## src/rtl/score_event_conditioner.sv

```systemverilog
// Purpose: sync, debounce and re-arm-lock the raw Arduino score line; emit one score_pulse per press.
// Latency: score_pulse rises DEBOUNCE_CYCLES+3 cycles after the first edge that samples score_in stably high.
// Backpressure: none; free-running event conditioner. Optional macro: SCORE_REJECT_COUNT_EN adds rejected_count.
module score_event_conditioner #(
  parameter int DEBOUNCE_CYCLES = 500000,
  parameter int LOCKOUT_CYCLES  = 25000000,
  parameter int CNT_W           = 16
) (
  input  logic             clock,
  input  logic             reset,
  input  logic             score_in,
  input  logic             game_active,
  output logic             score_pulse,
  output logic [CNT_W-1:0] score_count,
  output logic             debounced_level,
`ifdef SCORE_REJECT_COUNT_EN
  output logic [CNT_W-1:0] rejected_count,
`endif
  output logic             busy
);

  localparam int DB_W = $clog2(DEBOUNCE_CYCLES + 1);
  localparam int LO_W = $clog2(LOCKOUT_CYCLES + 1);
  localparam logic [DB_W-1:0] DB_LAST = DB_W'(DEBOUNCE_CYCLES - 1);
  localparam logic [LO_W-1:0] LO_LOAD = LO_W'(LOCKOUT_CYCLES);

  typedef enum logic [1:0] {
    ARMED   = 2'd0,
    HELD    = 2'd1,
    LOCKOUT = 2'd2
  } state_e;

  logic             sync1_q, sync2_q;
  logic             deb_q, deb_d, deb_prev_q, rise_q;
  logic [DB_W-1:0]  db_cnt_q, db_cnt_d;
  logic [LO_W-1:0]  lock_q, lock_d;
  state_e           state_q, state_d;
  logic             ga_q;
  logic             pulse_q, pulse_d;
  logic             busy_q, busy_d;
  logic [CNT_W-1:0] count_q, count_d;
  logic             accept, game_start;

  // Two-flop synchroniser on the asynchronous score line
  always_ff @(posedge clock) begin
    if (!reset) begin
      sync1_q <= 1'b0;
      sync2_q <= 1'b0;
    end else begin
      sync1_q <= score_in;
      sync2_q <= sync1_q;
    end
  end

  // Debounce: count consecutive disagreeing cycles, flip the level when the run is long enough
  always_comb begin
    deb_d    = deb_q;
    db_cnt_d = '0;
    if (sync2_q != deb_q) begin
      if (db_cnt_q == DB_LAST) begin
        deb_d    = ~deb_q;
        db_cnt_d = '0;
      end else begin
        db_cnt_d = db_cnt_q + DB_W'(1);
      end
    end
  end

  // Debounced level, its previous value and the registered rising-edge event
  always_ff @(posedge clock) begin
    if (!reset) begin
      deb_q      <= 1'b0;
      db_cnt_q   <= '0;
      deb_prev_q <= 1'b0;
      rise_q     <= 1'b0;
    end else begin
      deb_q      <= deb_d;
      db_cnt_q   <= db_cnt_d;
      deb_prev_q <= deb_q;
      rise_q     <= deb_q & ~deb_prev_q;
    end
  end

  // FSM state register together with the lockout down-counter
  always_ff @(posedge clock) begin
    if (!reset) begin
      state_q <= ARMED;
      lock_q  <= '0;
    end else begin
      state_q <= state_d;
      lock_q  <= lock_d;
    end
  end

  // Next state: any rise leaves ARMED; release starts lockout; expiry re-arms only if released
  always_comb begin
    state_d = state_q;
    lock_d  = lock_q;
    unique case (state_q)
      ARMED: begin
        if (rise_q) state_d = HELD;
      end
      HELD: begin
        if (!deb_q) begin
          state_d = LOCKOUT;
          lock_d  = LO_LOAD;
        end
      end
      LOCKOUT: begin
        if (lock_q == '0) state_d = deb_q ? HELD : ARMED;
        else              lock_d  = lock_q - LO_W'(1);
      end
      default: begin
        state_d = ARMED;
        lock_d  = '0;
      end
    endcase
  end

  // Outputs: accept only in ARMED while the game runs; a new game clears the counters first
  always_comb begin
    game_start = game_active & ~ga_q;
    accept     = (state_q == ARMED) & rise_q & game_active;
    pulse_d    = accept;
    busy_d     = (state_q != ARMED);
    count_d    = game_start ? '0 : count_q;
    if (accept && (count_d != '1)) count_d = count_d + CNT_W'(1);
  end

  // Registered outputs and game_active history
  always_ff @(posedge clock) begin
    if (!reset) begin
      ga_q    <= 1'b0;
      pulse_q <= 1'b0;
      busy_q  <= 1'b0;
      count_q <= '0;
    end else begin
      ga_q    <= game_active;
      pulse_q <= pulse_d;
      busy_q  <= busy_d;
      count_q <= count_d;
    end
  end

`ifdef SCORE_REJECT_COUNT_EN
  logic [CNT_W-1:0] rej_q, rej_d;
  logic             reject;

  // Discarded rises: idle-game press while ARMED, or any press landing in lockout
  always_comb begin
    reject = rise_q & (((state_q == ARMED) & ~game_active) | (state_q == LOCKOUT));
    rej_d  = game_start ? '0 : rej_q;
    if (reject && (rej_d != '1)) rej_d = rej_d + CNT_W'(1);
  end

  // Rejected-event counter register
  always_ff @(posedge clock) begin
    if (!reset) rej_q <= '0;
    else        rej_q <= rej_d;
  end

  assign rejected_count = rej_q;
`endif

  assign score_pulse     = pulse_q;
  assign score_count     = count_q;
  assign debounced_level = deb_q;
  assign busy            = busy_q;

endmodule

```

## config.mk

```make
export PLATFORM = sky130hd
export DESIGN_NAME = score_event_conditioner
export DESIGN_NICKNAME = d
export VERILOG_FILES = /design/src/rtl/score_event_conditioner.sv
export SDC_FILE = /design/constraint.sdc
export NUM_CORES = 1
export LEC_CHECK = 0
export CORE_MARGIN = 10
export CORE_UTILIZATION = 40
export CTS_CLUSTER_DIAMETER = 200
export DETAILED_ROUTE_END_ITERATION = 8
export HOLD_SLACK_MARGIN = 0.06
export SYNTH_ARGS = -nofsm -noshare
export SYNTH_HDL_FRONTEND = slang
export SYNTH_SLANG_ARGS = --single-unit
```

## constraint.sdc

```tcl
create_clock -name clock -period 5.68 [get_ports clock]
set_input_delay 1.42 -clock clock [delete_from_list [all_inputs] [get_ports clock]]
set_output_delay 1.42 -clock clock [all_outputs]
set_load 0.01 [all_outputs]
```

==> impl_metrics.json <==
{
  "filler_cell_count": 874,
  "mostFrequentLayoutCells": "70 x dfxtp_1, 52 x nor2_1, 46 x nand2_1",
  "synth_mux_area_share_pct": 1.14,
  "hold_violations": 0,
  "crit_top_cell": "inv_1",
  "arrival_ps": 3900,
  "worstPathCellList": "clkdlybuf4s50_1, nand2b_1, nand2_1, inv_1, ha_1, inv_1, or4_1, nand4_1, mux2i_1",
  "final_common_cell": "dfxtp_1",
  "swShare_pct": 26.5,
  "cts_resized": 0,
  "die_h_um": 114,
  "start_kind": "primary input",
  "status": "finished clean",
  "overflow": 0,
  "dr_total_vias": 3255,
  "seqPwrFrac_pct": 46.8,
  "synth_top_family_by_area": "simple AND/OR/NAND/NOR gates",
  "initial_core_util_pct": 40.7,
  "clk_pin_slew_worst_paths_ps": 70,
  "reg2reg_depth": 7,
  "place_congestion": 0.827,
  "synthFlopType": "dfxtp_1",
  "wl_um": 8380,
  "avgSynthCellArea_um2": 7.87,
  "portBuffers": 22,
  "synthXorXnorAreaFrac_pct": 5.48,
  "cts_inserted_buffers": 9,
  "dieWidth_um": 114,
  "io_pins": 23,
  "holdPathStages": 1,
  "drive_gt1_share_pct": 6.16,
  "ir_drop_mv": 0.114,
  "postCtsSetupBuffers": 0,
  "core_area_mm2": 0.00864,
  "crit_path_end_kind": "flip-flop",
  "dr.pass1.iters": 4,
  "yosysUniqueCellTypes": 52,
  "synth_nets": 458,
  "cpMaxStageDelayCell": "or4_1",
  "synth-compound-area-share_pct": 17.9,
  "wl_per_cell_um": 14.5,
  "slew_headroom_pct": 36.9,
  "grt_pass1_wl_um": 14200,
  "antenna_cells": 0,
  "grt_max_degree": 29,
  "power_leakage_nw": 1.41,
  "yosysWarnings": 0,
  "clock_latency_ps": 350,
  "area_growth_pct": 15.4,
  "power.density_mw_per_mm2": 266,
  "yosys_register_bits": 70,
  "die-area_mm2": 0.0129,
  "max_freq_mhz": 276,
  "maxCapViolCount": 0,
  "period_needed_ps": 3630,
  "antenna_found_initial": 0,
  "finalSetupViolations": 0,
  "gr-usage-all-layers_pct": 13.0,
  "max_stage_delay_ps": 700,
  "crit_fanout": 16,
  "dp_hpwl_um": 5820,
  "cts_tree": "yes",
  "rsz0062_at_grt": "false",
  "synthSimpleGateAreaFrac_pct": 29.7,
  "switching_power_mw": 0.286,
  "fin_crit_sh_pct": 63.9,
  "worst-setup-path-type": "in -> reg",
  "dr.first_iter.drc_count": 271,
  "synthArstFlopShare_pct": 0,
  "netlist_instances": 447,
  "fin_skew_ps": 10.6,
  "combPwrFrac_pct": 10.4,
  "postRouteAntennaNets": 0,
  "maxSlewViolCount": 0,
  "cts_hold_buf": 0,
  "holdWs_ps": 385,
  "synthAdderAreaFrac_pct": 2.49,
  "cts_max_level": 3,
  "cts_sinks": 70,
  "synthesis.area_mm2": 0.00352,
  "clockBufferDepth": 2,
  "hp-class": "reg -> reg",
  "cp.required_ps": 5950,
  "p_int_mw": 0.793,
  "yosysSeqAreaShare_pct": 39.8,
  "via_per_inst": 5.62,
  "drc": 0,
  "cts_root_buffer": "clkbuf_8",
  "grt_pass1_vias": 2938,
  "clockPowerShare_pct": 42.8,
  "rows": 34,
  "final.setup.tns_ps": 0,
  "nets": 477,
  "synth-edff-count": 0,
  "tightest_slew_ps": 944
}
## power by group through the flow
stage | combinational, mW | sequential, mW | clock (mW)
3_3_place_gp | 0.111 | 0.516 | 0
3_5_place_dp | 0.112 | 0.517 | 0
4_1_cts | 0.112 | 0.505 | 0.477
2_1_floorplan | 0.0820 | 0.515 | 0
6_report | 0.112 | 0.505 | 0.462
5_1_grt | 0.125 | 0.506 | 0.499
## cell usage after synthesis, drive strengths merged (11+ instances only)
master | instances | area share, %
nand4 | 12 | 2.1
nand3 | 22 | 3.1
inv | 15 | 1.6
dfxtp | 70 | 40
o21ai | 35 | 5.0
a21oi | 41 | 5.9
nor4 | 11 | 2.4
clkbuf | 14 | 1.5
nor3 | 15 | 2.1
xnor2 | 15 | 3.7
nand2 | 46 | 4.9
or3 | 13 | 2.4
nor2 | 52 | 5.5
## flip-flops by register name, indices dropped and copies added, names as in the netlist
name	flops
busy	1
db_cnt_q	19
deb_prev_q	1
debounced_level	1
ga_q	1
lock_q	25
rise_q	1
score_count	16
score_pulse	1
state_q	2
sync1_q	1
sync2_q	1
## critical path: cells and delay by family
| kind | cells | cell delay (ps) |
|---|---|---|
| AND/OR/NAND/NOR | 4 | 1510 |
| buffers and inverters | 3 | 620 |
| multiplexers | 1 | 180 |
| adder cells (fa/ha/maj) | 1 | 170 |
## worst paths after layout
kind / from / endpoint / slack (ps)
worst max-delay path: game_active / score_count[9] / 2050
worst min-delay path: deb_prev_q / rise_q / 390
worst max register to register: lock_q[0] / lock_q[20] / 2960
worst min register to register: deb_prev_q / rise_q / 390
## per-stage QoR
stage                     area [µm²]  instances  worst slack (ps)  total power [mW]  utilization, %
final                           4060        579              2050              1.08            47.0
after global routing            4060        579              1810              1.13            47.0
after CTS                       4060        579              2080              1.09            47.0
after detailed placement        3830        563              1720             0.628            44.3
after global placement          3830        563              1810             0.627            44.3
after floorplan                 3520        447              2690             0.597               -
## routing by layer
metal / routed length (µm) / up-vias / track usage [%]
li1: - / 1655 / -
met1: 4310 / 1520 / 17.3
met2: 3520 / 68 / 19.2
met3: 453 / 12 / 4.15
met4: 104 / 0 / 4.51
met5: 0 / - / 0
## cells by family after synthesis
group | Yosys count
AOI/OAI and AO/OA | 108
buffers and inverters | 32
and+or+nand+nor | 204
xor gates and xnor gates | 22
DFF | 70
adders and majority gates | 7
muxes | 4
## final cells by class
| type | count | area [µm²] | share of cell area, % |
|---|---|---|---|
| multi-input cells | 345 | 1990 | 49.1 |
| flip-flops and latches | 70 | 1400 | 34.5 |
| repair buffers | 25 | 243 | 5.98 |
| inverters | 15 | 56.3 | 1.39 |
| clock buffers | 10 | 138 | 3.39 |
| clock inverters | 6 | 91.3 | 2.25 |
| well taps | 108 | 135 | 3.33 |
No activity file was read; power rests on OpenSTA's default activity.
